--- src/rtl/exe_stage.sv ---
// ============================================================================
// Module   : exe_stage
// Purpose  : Pipeline execute stage. Single-cycle ALU plus an optional
//            32-step shift-add multiplier (enabled by macro EXE_MUL_EN),
//            with stall request and EXE/MEM output register.
// Revision : 1.0  initial release
// ============================================================================
`default_nettype none

module exe_stage #(
    parameter int DATA_W    = 32,
    parameter int ALUCTRL_W = 4
) (
    input  logic                 clk,
    input  logic                 rst,
    input  logic [DATA_W-1:0]    exe_reg1_o,
    input  logic [DATA_W-1:0]    exe_reg2_o,
    input  logic [DATA_W-1:0]    exe_sw_o,
    input  logic [DATA_W-1:0]    exe_write_o,
    input  logic [ALUCTRL_W-1:0] exe_aluctrl,
    input  logic                 exe_movsrc,
    input  logic                 exe_lwsrc,
    input  logic                 exe_DM_read,
    input  logic                 exe_DM_write,
    input  logic                 exe_flush,
    output logic                 stall_req,
    output logic [DATA_W-1:0]    mem_alu_result,
    output logic [DATA_W-1:0]    mem_sw_o,
    output logic [DATA_W-1:0]    mem_write_o,
    output logic                 mem_lwsrc,
    output logic                 mem_DM_read,
    output logic                 mem_DM_write
);

    localparam int c_SH_W = $clog2(DATA_W);

    localparam logic [ALUCTRL_W-1:0] c_op_add = ALUCTRL_W'(1);
    localparam logic [ALUCTRL_W-1:0] c_op_sub = ALUCTRL_W'(2);
    localparam logic [ALUCTRL_W-1:0] c_op_and = ALUCTRL_W'(3);
    localparam logic [ALUCTRL_W-1:0] c_op_or  = ALUCTRL_W'(4);
    localparam logic [ALUCTRL_W-1:0] c_op_xor = ALUCTRL_W'(5);
    localparam logic [ALUCTRL_W-1:0] c_op_sll = ALUCTRL_W'(6);
    localparam logic [ALUCTRL_W-1:0] c_op_srl = ALUCTRL_W'(7);
    localparam logic [ALUCTRL_W-1:0] c_op_sra = ALUCTRL_W'(8);
    localparam logic [ALUCTRL_W-1:0] c_op_slt = ALUCTRL_W'(9);

    logic [c_SH_W-1:0]  w_shamt;
    logic               w_slt;
    logic [DATA_W-1:0]  w_alu;
    logic [DATA_W-1:0]  w_single;
    logic               w_bubble;
    logic               w_use_prod;
    logic [DATA_W-1:0]  w_prod;

    logic [DATA_W-1:0]  result_q, result_d;
    logic [DATA_W-1:0]  sw_q, sw_d;
    logic [DATA_W-1:0]  write_q, write_d;
    logic               lwsrc_q, lwsrc_d;
    logic               dmrd_q, dmrd_d;
    logic               dmwr_q, dmwr_d;

    assign w_shamt = exe_reg2_o[c_SH_W-1:0];
    assign w_slt   = $signed(exe_reg1_o) < $signed(exe_reg2_o);

    // MUL and undefined codes fall to the default: the product path is separate.
    always_comb begin
        w_alu = '0;
        case (exe_aluctrl)
            c_op_add: w_alu = exe_reg1_o + exe_reg2_o;
            c_op_sub: w_alu = exe_reg1_o - exe_reg2_o;
            c_op_and: w_alu = exe_reg1_o & exe_reg2_o;
            c_op_or:  w_alu = exe_reg1_o | exe_reg2_o;
            c_op_xor: w_alu = exe_reg1_o ^ exe_reg2_o;
            c_op_sll: w_alu = exe_reg1_o << w_shamt;
            c_op_srl: w_alu = exe_reg1_o >> w_shamt;
            c_op_sra: w_alu = DATA_W'($signed(exe_reg1_o) >>> w_shamt);
            c_op_slt: w_alu = {{(DATA_W-1){1'b0}}, w_slt};
            default:  w_alu = '0;
        endcase
    end

    assign w_single = exe_movsrc ? exe_reg2_o : w_alu;

`ifdef EXE_MUL_EN
    localparam logic [ALUCTRL_W-1:0] c_op_mul = ALUCTRL_W'(10);

    typedef enum logic [1:0] {
        ST_IDLE = 2'd0,
        ST_BUSY = 2'd1,
        ST_DONE = 2'd2
    } state_t;

    state_t             state_q, state_d;
    logic [c_SH_W-1:0]  cnt_q, cnt_d;
    logic [DATA_W-1:0]  mcand_q, mcand_d;
    logic [DATA_W-1:0]  mplier_q, mplier_d;
    logic [DATA_W-1:0]  prod_q, prod_d;
    logic               w_mul_req;

    // A move overrides MUL, so it never starts the multiplier.
    assign w_mul_req = (exe_aluctrl == c_op_mul) && !exe_movsrc;
    assign w_prod    = prod_q;

    always_comb begin
        state_d    = state_q;
        cnt_d      = cnt_q;
        mcand_d    = mcand_q;
        mplier_d   = mplier_q;
        prod_d     = prod_q;
        stall_req  = 1'b0;
        w_bubble   = 1'b0;
        w_use_prod = 1'b0;
        case (state_q)
            ST_IDLE: begin
                if (w_mul_req && !exe_flush) begin
                    stall_req = 1'b1;
                    w_bubble  = 1'b1;
                    state_d   = ST_BUSY;
                    mcand_d   = exe_reg1_o;
                    mplier_d  = exe_reg2_o;
                    prod_d    = '0;
                    cnt_d     = '0;
                end
            end
            ST_BUSY: begin
                stall_req = 1'b1;
                w_bubble  = 1'b1;
                if (mplier_q[0]) begin
                    prod_d = prod_q + mcand_q;
                end
                mcand_d  = mcand_q << 1;
                mplier_d = mplier_q >> 1;
                if (cnt_q == '1) begin
                    state_d = ST_DONE;
                end else begin
                    cnt_d = cnt_q + 1'b1;
                end
            end
            ST_DONE: begin
                w_use_prod = 1'b1;
                state_d    = ST_IDLE;
            end
            default: state_d = ST_IDLE;
        endcase
        if (exe_flush) begin
            state_d = ST_IDLE;
        end
        if (rst) begin
            stall_req = 1'b0;
        end
    end

    always_ff @(posedge clk) begin
        if (rst) begin
            state_q  <= ST_IDLE;
            cnt_q    <= '0;
            mcand_q  <= '0;
            mplier_q <= '0;
            prod_q   <= '0;
        end else begin
            state_q  <= state_d;
            cnt_q    <= cnt_d;
            mcand_q  <= mcand_d;
            mplier_q <= mplier_d;
            prod_q   <= prod_d;
        end
    end
`else
    assign stall_req  = 1'b0;
    assign w_bubble   = 1'b0;
    assign w_use_prod = 1'b0;
    assign w_prod     = '0;
`endif

    always_comb begin
        result_d = '0;
        sw_d     = '0;
        write_d  = '0;
        lwsrc_d  = 1'b0;
        dmrd_d   = 1'b0;
        dmwr_d   = 1'b0;
        if (!exe_flush && !w_bubble) begin
            result_d = w_use_prod ? w_prod : w_single;
            sw_d     = exe_sw_o;
            write_d  = exe_write_o;
            lwsrc_d  = exe_lwsrc;
            dmrd_d   = exe_DM_read;
            dmwr_d   = exe_DM_write;
        end
    end

    always_ff @(posedge clk) begin
        if (rst) begin
            result_q <= '0;
            sw_q     <= '0;
            write_q  <= '0;
            lwsrc_q  <= 1'b0;
            dmrd_q   <= 1'b0;
            dmwr_q   <= 1'b0;
        end else begin
            result_q <= result_d;
            sw_q     <= sw_d;
            write_q  <= write_d;
            lwsrc_q  <= lwsrc_d;
            dmrd_q   <= dmrd_d;
            dmwr_q   <= dmwr_d;
        end
    end

    assign mem_alu_result = result_q;
    assign mem_sw_o       = sw_q;
    assign mem_write_o    = write_q;
    assign mem_lwsrc      = lwsrc_q;
    assign mem_DM_read    = dmrd_q;
    assign mem_DM_write   = dmwr_q;

endmodule

`default_nettype wire

--- config.mk ---
export PLATFORM = sky130hd
export DESIGN_NAME = exe_stage
export DESIGN_NICKNAME = d
export VERILOG_FILES = /design/src/rtl/exe_stage.sv
export SDC_FILE = /design/constraint.sdc
export NUM_CORES = 1
export LEC_CHECK = 0
export CORE_MARGIN = 4
export CORE_UTILIZATION = 40
export DETAILED_ROUTE_END_ITERATION = 16
export PLACE_DENSITY = 0.66
export SYNTH_ARGS = -nofsm -noshare
export SYNTH_HDL_FRONTEND = slang
export SYNTH_SLANG_ARGS = --single-unit
--- constraint.sdc ---
create_clock -name clk -period 5.8 [get_ports clk]
set_clock_uncertainty 0.05 [all_clocks]
set_input_delay 1.74 -clock clk [delete_from_list [all_inputs] [get_ports clk]]
set_output_delay 1.74 -clock clk [all_outputs]
set_load 0.02 [all_outputs]
==> results.md, run 1 <==
- TritonCTS built the clock tree.
- After detailed routing, the met3 layer carries 5980 microns of wire.
- After floorplanning, the core was divided into 61 placement rows.
- The critical path contains buffers and inverters numbering 2 combined.
- For the worst setup path, the data required time is 5970 ps.
- Setup repair after global routing left no endpoint under its margin.
- The routed length on met1 is 20400 microns.
- The post-synth net total is 1756.
- In this run the tightest slew margin relative to its limit is 0.299.
- The mean instance size in the synthesized netlist is 7.46 sq um.
- The analysis attributes to cell leakage a power of 5.95 nW.
- The classification of the worst-slack hold path is in2reg.
- Entering global routing, the biggest net connects 83 pins.
- The number of synthesized register bits is 99.
- The accumulated negative setup slack is 0 ps.
- The ratio of routed vias to standard cells is 6.23.
- The floorplan step set the die width to 176 microns.
- The net count of the finished layout is 1955.
- The overall fraction of global-route tracks in use is 0.312.
- The startpoint class of the critical path is an input pin.
- The setup path with the least slack is of type in2reg.
- For hold timing, the worst endpoint is mem_sw_o[26].
- The worst setup path is captured at a flip-flop.
- In this run, CTS created clock tree buffers numbering 9.
- Static timing analysis puts the maximum clock frequency at 187 MHz.
- Yosys attributes the largest share of cell area to dfxtp_1 17%, ha_1 11%, a21oi_1 6.2%.
- The highest ir drop seen on vdd is 0.146 mV.
- Pin placement for this block handled 239 I/O pins.
- The most frequently used flop master after synthesis is dfxtp_1.
- The H-tree was split into 3 levels.
- The cell that appears most often on the critical path is a21oi_1.
- In this run the worst path has a maximum fanout of 15.
- Once the clock tree was built, the resizer swapped 0 gates to a different size.
- The number of antenna violations at the first check in global routing came to 0.
- The count of endpoints failing hold in the final timing report is 0.
- The startpoint identified for the worst hold timing path is exe_sw_o[26].
- Across the run, the number of max-cap violations was 0.
- Overall power consumption after layout is estimated at 0.00250 W.
- The number of cells traversed by the worst hold path is 2.
- The share of synthesized area in the top cell type comes to 0.175.
- The signal on the critical path passes through clkdlybuf4s50_1 -> inv_1 -> ha_1 -> or4_1 -> or3_1 -> a21oi_1 -> nor4_1 -> a21oi_1 -> a211oi_1 -> xor2_1 -> a22oi_1 -> a221oi_1.
- The core area is 0.0279 sq mm.
- Dividing total power by cell area gives a power density of 172 mW/mm^2.
- For this configuration, the core starts out at a cell density of 0.407.
- The vertical die dimension is 176 microns.
- The first global-routing pass estimated 75300 microns of wire.
- No sink is reached through more buffers than the 2 on the longest clock path.
- Dividing the detail-routed wire length by the instance count gives 24.0 microns.
- The leading area contributor after synthesis is dfxtp_1.
- The fraction of final layout cells sized beyond drive strength 1 is 0.0947.
- The final critical delay including setup and external delays is 5360 ps.
- The number of hold-repair buffers added at the cts stage is 0.
- The via count of the first global-routing pass is 12200.
- The total DRC errors in the routed layout is 0.
- The setup slack after placement is 225 ps.
- Sorting the synthesized cells by how often they occur yields 172 x nor2_1, 141 x a21oi_1, 102 x o21ai_0, 99 x dfxtp_1, 98 x nand2_1.
- After the first detailed-routing iteration, the DRC count stood at 1567.
- After synthesis, the netlist uses 91 different library cells.
- The cell count after synthesis is 1518.
- For the worst setup path, the data arrival time is 5530 ps.
- In this run the cell area of the synthesized design comes to 0.0113 sq mm.
- Setup violations remaining at the end of the flow were counted as 0.
- In the post-synthesis netlist, the cell with the most instances is nor2_1.
- The count of inserted antenna diode cells is 0.
- The number of synthesized flops with an enable pin is 0.
- The fraction of registers with async set or reset after synthesis is 0.
- The clock sink count is 99.
- The number of iterations in the first detailed-routing pass is 6.
- The post-route fraction of the period consumed by the critical path is 0.923.
- After clock tree synthesis, the clock-pin slew on the worst setup and hold paths is 90 ps.
- Once detailed placement completed, the half-perimeter wirelength came to 38600 microns.
- The max-slew violation total from the final report is 0.
- The area growth from synthesis to layout is 28.1%.
- The wire length after detailed routing is 50500 microns.
- The total via count after detailed routing is 13100.
- The warning count from the yosys run is 0.
- CTS placed an instance of clkbuf_16 at the clock tree root.
- The cell with the biggest individual delay on the critical path is clkdlybuf4s50_1.
- The total grt overflow is 0.
- After detailed routing, the met2 layer carries 22100 microns of wire.
- The global placer's final weighted congestion is 1.02.
- The full die area is 0.0311 sq mm.
- For the pin with the worst max-slew slack, the measured transition is 1050 ps.
- The share of the yosys chip area belonging to registers is 0.175.
- For this run, the slowest stage of the critical path takes 760 ps.
- Setup slack closes at 445 ps.
- The count of antenna-violating nets left after detailed routing is 0.
- The cell class contributing the biggest share of worst-path delay is compound AO/OA/AOI/OAI gates.
- The flow ran to the end, and the final reports show no timing, DRC or antenna violations.
- Post-CTS timing repair inserted 0 buffers for setup.
- The uppermost layer routed is met4.
- The count of buffers added on input and output ports is 237.
cells in the final DEF (no fill, tap or decap), drive strengths merged, types with 10 or more instances in the layout:
cell type and instances:
mux4 22, and2 76, a222oi 19, nor3 33
nand2 98, a221oi 18, nor2 172, o21ai 104
xnor2 11, mux2 17, a21o 18, ha 97
o211ai 17, a22oi 13, o31ai 10, inv 92
nand2b 15, nand3 20, a31oi 21, and3 15
dfxtp 99, buf 71, mux2i 55, clkdlybuf4s50 232
a211oi 28, o21bai 11, o22ai 23, a21oi 141
nor4 10
registers in the layout (all words and copies together), names as in the netlist:
signal and flops:
mem_DM_read 1, mem_DM_write 1, mem_alu_result 32, mem_lwsrc 1
mem_sw_o 32, mem_write_o 32
layer usage:
metal  vias to the layer above  GRT usage
li1                       5980          -
met1                      6164      0.422
met2                       824      0.490
met3                       120     0.0713
met4                         0      0.106
met5                         -          0
area by class of cell:
type                            count  area, sq um
Clock inverter                      7         88.8
Multi-Input combinational cell   1214         8540
Sequential cell                    99         1980
Timing Repair Buffer              303         2870
Inverter                           90          338
Tap cell                          378          473
Clock buffer                        9          225
Fill cell                        2698        13300
through the flow:
stage                     hold slack (ps)  std cells  utilization  instance area (sq um)
after detailed placement             2260       2084        0.510                  14200
after floorplan                      1810       1518            -                  11300
after global placement               2260       2084        0.510                  14200
after CTS                            1870       2100        0.521                  14500
after global routing                 1860       2100        0.521                  14500
final                                1870       2100        0.521                  14500
power by group:
part | internal (W) | switching [W] | total, W
registers | 0.000707 | 0.00000789 | 0.000715
clock network | 0.000315 | 0.000356 | 0.000671
logic | 0.000452 | 0.000661 | 0.00111
worst max path at each step:
| stage | startpoint | end | slack (ps) | cells past startpoint |
|---|---|---|---|---|
| floorplan | exe_reg2_o[1] | mem_alu_result[31] | 780 | 14 |
| global placement | exe_reg1_o[23] | mem_alu_result[31] | 240 | 12 |
| detailed placement | exe_reg1_o[23] | mem_alu_result[31] | 220 | 12 |
| CTS | exe_reg1_o[23] | mem_alu_result[31] | 610 | 12 |
| global route | exe_reg1_o[1] | mem_alu_result[31] | 380 | 12 |
| finish | exe_reg1_o[23] | mem_alu_result[31] | 440 | 12 |
cells by family after synthesis:
kind of cell             after synthesis  synth area share
other                                  1          0.000331
AO/OA/AOI/OAI                        518             0.311
XOR/XNOR                              15            0.0116
flip-flops                            99             0.175
AND/OR/NAND/NOR                      487             0.209
multiplexers                          94             0.109
adder cells (fa/ha/maj)               99             0.111
buffers and inverters                205            0.0735
Power figures use the tool's default switching activity.
==> run 2: changes to the inputs <==
Settings changed: GPL_ROUTABILITY_DRIVEN from default to 0.
==> run 2 against run 1 <==
Net effect:
- critical path type unchanged
- sequential share of layout area is 0.095 points higher
- critical path depth stayed put
- largest power group unchanged
- maximum frequency is 3.0% higher
- setup slack better by 160 ps
- sequential power hardly changed
- critical endpoint unchanged
==> results.md, run 2 (synthesis results as in run 1) <==
- The flow ran to the end, and the final reports show no timing, DRC or antenna violations.
- The leakage power of the design is 5.89 nW (-0.96%).
- The via count of the first global-routing pass was 12200 (-0.39%).
- The startpoint class of the critical path is an input pin.
- The maximum buffer depth of the clock tree came to 2 (unchanged).
- The number of core rows was 61 (unchanged).
- The net count of the finished layout is 1944 (-0.56%).
- The top achievable clock speed is 192 MHz (+3.0%).
- The number of buffers added on ports is 237 (unchanged).
- The cell total after placement is 2073 (-0.53%).
- The number of antenna violations at the first check in global routing is 0 (unchanged).
- Leaving out fill and tap cells, the most frequent cell in the layout is clkdlybuf4s50_1.
- The fraction of final layout cells sized beyond drive strength 1 is 0.0888 (-0.00582).
- The setup slack after placement is 274 ps (+49.5 ps).
- The critical path is of the in2reg type.
- The classification of the worst-slack hold path is in2reg.
- The minimum setup slack in the final design is 602 ps (+157 ps).
- The initial cell density of the core is 0.407 (unchanged).
- The total DRC errors in the routed layout is 0 (unchanged).
- The half-perimeter wire length after detailed placement is 35800 microns (-7.2%).
- The number of design-rule violations left by the first detailed-router iteration came to 1751 (+12%).
- The number of non-filler instances in the completed layout is 2090 (-0.48%).
- The core area is 0.0279 sq mm (unchanged).
- The internal cell power is 0.00147 W (-0.49%).
- The share of power burned in combinational logic was 0.440 (-0.005).
- The ratio of routed vias to standard cells came to 6.24 (+0.15%).
- The final critical delay including setup and external delays is 5200 ps (-157 ps).
- The overall fraction of global-route tracks in use came to 0.290 (-0.0221).
- The full die area was 0.0311 sq mm (unchanged).
- The worst path arrival time is 5410 ps (-120 ps).
- The relative slew slack is 0.251 (-0.0482).
- The clock sink count is 99 (unchanged).
- The routed wire length on met2 is 20500 microns (-7.3%).
- The number of setup buffers added after CTS is 0 (unchanged).
- The horizontal extent of the die is 176 microns (unchanged).
- The max-slew violation total from the final report is 0 (unchanged).
- The area growth from synthesis to layout is 27.2%.
- The count of antenna-violating nets left after detailed routing is 0 (unchanged).
- The detailed route wirelength on metal3 was 5760 microns (-3.7%).
- The pin count of the biggest net entering global routing is 69 (-17%).
- The wire length of the first global-routing pass is 70800 microns (-6.0%).
- The final routed wire length divided by cell count came to 22.7 microns (-5.4%).
- The routed length on met1 came to 18600 microns (-9.1%).
- The highest ir drop seen on vdd was 0.125 mV (-15%).
- The TritonCTS clock tree is yes.
- The number of cells traversed by the worst hold path is 3 (+1).
- The required time of the worst setup path is 6010 ps (+40 ps).
- The level count of the clock H-tree was 3 (unchanged).
- The total via count after detailed routing is 13000 (-0.33%).
- The highest fanout seen on the critical path is 14 (-1).
- The accumulated negative setup slack is 0 ps (unchanged).
- Setup repair after global routing left no endpoint under its margin.
- The power density over the cells came to 172 mW/mm^2 (about the same).
- The clock input transition at the sequential cells of the worst setup and hold paths is 80 ps (about the same).
- The net switching power is 0.00101 W (-1.0%).
- The post-route fraction of the period consumed by the critical path was 0.896 (-0.0271).
- The number of top-level design ports is 239 (unchanged).
- The kind of capture point of the worst setup path is a flip-flop.
- The total of max-cap violations came to 0 (unchanged).
- The vertical die dimension was 176 microns (unchanged).
- The slew at the pin closest to its max-slew limit is 1120 ps (+72.1 ps).
- The count of endpoints failing hold in the final timing report is 0 (unchanged).
- The total of cells resized after clock tree synthesis is 0 (unchanged).
- The number of CTS-inserted buffers came to 9 (unchanged).
- The number of hold-repair buffers added at the cts stage is 0 (unchanged).
- The final count of negative-setup-slack endpoints is 0 (unchanged).
- The number of iterations in the first detailed-routing pass came to 6 (unchanged).
- The sequential power share is 0.288 (+0.002).
- The share of total power in the clock network is 0.272 (+0.003).
- The fraction of power spent switching nets is 0.409 (-0.00129).
- The top cell types in the final layout, fill and taps aside, are 232 x clkdlybuf4s50_1, 169 x nor2_1, 141 x a21oi_1.
- The total grt overflow is 0 (unchanged).
- The wire length after detailed routing was 47500 microns (-5.8%).
- Clock tree synthesis selected as its root buffer the cell clkbuf_16.
- The hold slack came to 1860 ps (-4.86 ps).
- In this run the top signal layer used is met4.
==> run 2: changes by cell type in the layout (fill, tap and decap cells not counted) <==
| cell | before | now |
|---|---|---|
| buf_4 | 65 | 55 |
| nor2_4 | 2 | 1 |
| inv_8 | 2 | 1 |
| diode_2 | 0 | 1 |
| nor2_2 | 1 | 2 |
| inv_6 | 2 | 3 |
| buf_12 | 2 | 1 |
==> run 2: metal layers <==
| layer | vias up | track usage |
|---|---|---|
| met1 | 5999 | 0.375 |
| met4 | 0 | 0.152 |
| li1 | 5949 | - |
| met5 | - | 0 |
| met2 | 934 | 0.452 |
| met3 | 163 | 0.0632 |
==> run 2: per-stage QoR <==
stage,power (W),cell area (sq um),util
global placement,0.00178,14100,0.506
global route,0.00260,14400,0.517
detailed placement,0.00179,14100,0.506
floorplan,0.00139,11300,-
CTS,0.00247,14400,0.517
finish,0.00248,14400,0.517
==> run 2: power groups by stage <==
stage | logic, W | clock network, W | registers [W]
floorplan | 0.000620 | 0 | 0.000767
global placement | 0.00105 | 0 | 0.000732
detailed placement | 0.00105 | 0 | 0.000732
CTS | 0.00106 | 0.000689 | 0.000716
global route | 0.00116 | 0.000718 | 0.000719
finish | 0.00109 | 0.000675 | 0.000715
==> run 2: worst paths after layout <==
path | endpoint | slack, ps | startpoint
max | mem_alu_result[31] | 600 | exe_reg1_o[24]
min | mem_alu_result[0] | 1860 | exe_reg2_o[0]
==> run 2: layout make-up <==
class	count	area [sq um]
antenna	1	2.50
clock buffer	9	225
clock inverter	7	86.3
fill	2678	13400
inverter	90	338
multi-input combinational	1214	8530
sequential	99	1980
tap	378	473
timing repair buffer	292	2780
==> run 2: worst max-delay path, cell delays in order <==
cell and delay (ps):
clkdlybuf4s50_1 690, inv_1 130, ha_1 490, or4_1 570, or3_1 420, a21oi_1 270, nor4_1 100, a21oi_1 270
a211oi_1 140, xor2_1 160, a22oi_1 100, a221oi_1 310
==> variant, RTL diff (settings of run 1) <==
`result_q` no longer has a reset.
--- a/src/rtl/exe_stage.sv
+++ b/src/rtl/exe_stage.sv
@@ -192,5 +192,4 @@
     always_ff @(posedge clk) begin
         if (rst) begin
-            result_q <= '0;
             sw_q     <= '0;
             write_q  <= '0;
@@ -199,5 +198,4 @@
             dmwr_q   <= 1'b0;
         end else begin
-            result_q <= result_d;
             sw_q     <= sw_d;
             write_q  <= write_d;
@@ -206,4 +204,8 @@
             dmwr_q   <= dmwr_d;
         end
+    end
+
+    always_ff @(posedge clk) begin
+        result_q <= result_d;
     end
 
Behaviour: not the same (a bounded check fails within 4 cycles, from zero or initial values; the reset may be asserted at any time).
==> variant against run 1 <==
Total power increased by 1.0%. Worst setup slack improved by 0.17 ns. Sequential power increased by 2%. Utilization decreased by 0.75 points. Maximum frequency increased by 3.2%. Cell area increased by 1.8%. Synthesized area increased by 3.2%. Sequential share of layout area decreased by 0.24 points. Wire length increased by 2.5%. Sequential cell count unchanged. Critical path type unchanged. Highest routed layer unchanged.
==> variant: results (changes against run 1) <==
<table>
<tr><th>Metric</th><th>Value</th></tr>
<tr><th colspan="2">Min path</th></tr>
<tr><td>Worst hold path stage count</td><td>4 (+2)</td></tr>
<tr><td>Min-Delay Endpoint</td><td>mem_alu_result[1]$_SDFF_PP0_</td></tr>
<tr><th colspan="2">Detailed routing</th></tr>
<tr><td>TritonRoute pass-1 iters</td><td>8 (+2)</td></tr>
<tr><td>Average via count per standard cell</td><td>6.33 (+1.6%)</td></tr>
<tr><td>Violation count after the first detailed-route iteration</td><td>1,862 (+19%)</td></tr>
<tr><th colspan="2">Finish</th></tr>
<tr><td>Final #Nets</td><td>1,971 (+0.82%)</td></tr>
<tr><td>Fraction of layout instances using a drive strength above 1</td><td>9.67% (+0.20 points)</td></tr>
<tr><th colspan="2">Logic synthesis</th></tr>
<tr><td>Number of library cell types mapped by synthesis</td><td>88 (-3.3%)</td></tr>
<tr><td>Count of flip-flops with a built-in enable after synthesis</td><td>0 (unchanged)</td></tr>
<tr><td>Share of the synthesized area in compound gates (AO/OA/AOI/OAI)</td><td>29.2% (-2.0 points)</td></tr>
<tr><td>Share of the yosys chip area belonging to registers</td><td>17.0% (-0.54 points)</td></tr>
<tr><td>Leading cell types by total area after synthesis</td><td>dfxtp_1, ha_1, mux4_2, a21oi_1, nor2_1</td></tr>
<tr><td>Mux share of post-synthesis cell area</td><td>13.8% (+2.9 points)</td></tr>
<tr><td>Synthesized-area fraction occupied by xor and xnor cells</td><td>0.524% (-0.64 points)</td></tr>
<tr><td>Most frequent cells after synthesis</td><td>nor2_1, a21oi_1, nand2_1, dfxtp_1, ha_1</td></tr>
<tr><td>Synthesized-area fraction occupied by adder cells</td><td>10.7% (-0.34 points)</td></tr>
<tr><th colspan="2">Critical path</th></tr>
<tr><td>Critical path fanouts, max</td><td>5 (-10)</td></tr>
<tr><td>Crit path largest cell delay</td><td>0.51 ns (-0.25 ns)</td></tr>
<tr><td>Crit path DAT</td><td>5.40 ns (-0.13 ns)</td></tr>
<tr><th colspan="2">Pwr</th></tr>
<tr><td>Peak VDD IR</td><td>0.000130 V (-11%)</td></tr>
<tr><td>Leak</td><td>5.99 nW (+0.73%)</td></tr>
<tr><th colspan="2">Global route</th></tr>
<tr><td>Total global-route track usage</td><td>31.1% (about the same)</td></tr>
<tr><td>Global-route wire length before repair</td><td>77,000 um (+2.3%)</td></tr>
<tr><td>Pin count of the biggest net entering global routing</td><td>68 (-18%)</td></tr>
<tr><td>Number of global-route vias before repair</td><td>12,644 (+3.4%)</td></tr>
<tr><th colspan="2">Placed design</th></tr>
<tr><td>Global placement routability congestion</td><td>1.04 (+1.9%)</td></tr>
<tr><td>Instance area at placement</td><td>14,500 sq um (+1.9%)</td></tr>
<tr><td>Detailed Place HPWL</td><td>39,900 um (+3.4%)</td></tr>
<tr><th colspan="2">Status</th></tr>
<tr><td>Status</td><td>complete, no violations</td></tr>
<tr><th colspan="2">STA</th></tr>
<tr><td>Max-slew headroom at the worst pin</td><td>25.0% (-4.9 points)</td></tr>
</table>
[variant: critical path: cells and delay by family]
kind / cells / cell delay (ns)
simple gates: 2 / 0.56
compound gates: 7 / 1.84
fa+ha+maj: 2 / 0.65
buf+inv: 2 / 0.59
[variant: cells by family after synthesis]
| kind of cell | after synthesis |
|---|---|
| compound gates | 504 |
| xor+xnor | 7 |
| fa+ha+maj | 99 |
| buf+inv | 219 |
| flops | 99 |
| mux | 98 |
| other cells | 1 |
| simple gates | 510 |
[variant: power by group]
part | switching, mW | total, mW | internal [mW]
Combinational | 0.682 | 1.15 | 0.472
Clock | 0.330 | 0.643 | 0.313
Sequential | 0.0125 | 0.727 | 0.714
Total | 1.02 | 2.52 | 1.50
[variant: layer usage]
layer | GRT usage, % | up-vias | part of all wire (%)
li1 | - | 6056 | -
met3 | 5.36 | 158 | 9.9
met5 | 0 | - | 0
met4 | 13.8 | 0 | 5.3
met1 | 40.2 | 6343 | 39
met2 | 51.0 | 879 | 46
[variant: final cells by class]
| cell class | instances | area share [%] |
|---|---|---|
| clock buffer | 9 | 1.52 |
| timing repair buffer | 309 | 19.6 |
| multi-input combinational | 1219 | 59.2 |
| sequential | 99 | 13.4 |
| inverter | 95 | 2.41 |
| clock inverter | 7 | 0.584 |
| tap | 384 | 3.25 |
[variant: metrics by stage]
stage | total power, mW | worst slack, ns | utilization [%] | std cells | hold WS, ns
after floorplan | 1.42 | 0.484 | - | 1537 | 1.81
after global placement | 1.86 | 0.380 | 50.3 | 2106 | 2.22
after detailed placement | 1.86 | 0.341 | 50.3 | 2106 | 2.21
after CTS | 2.51 | 0.695 | 51.4 | 2122 | 1.83
after global routing | 2.65 | 0.397 | 51.4 | 2122 | 1.87
final | 2.52 | 0.610 | 51.4 | 2122 | 1.83
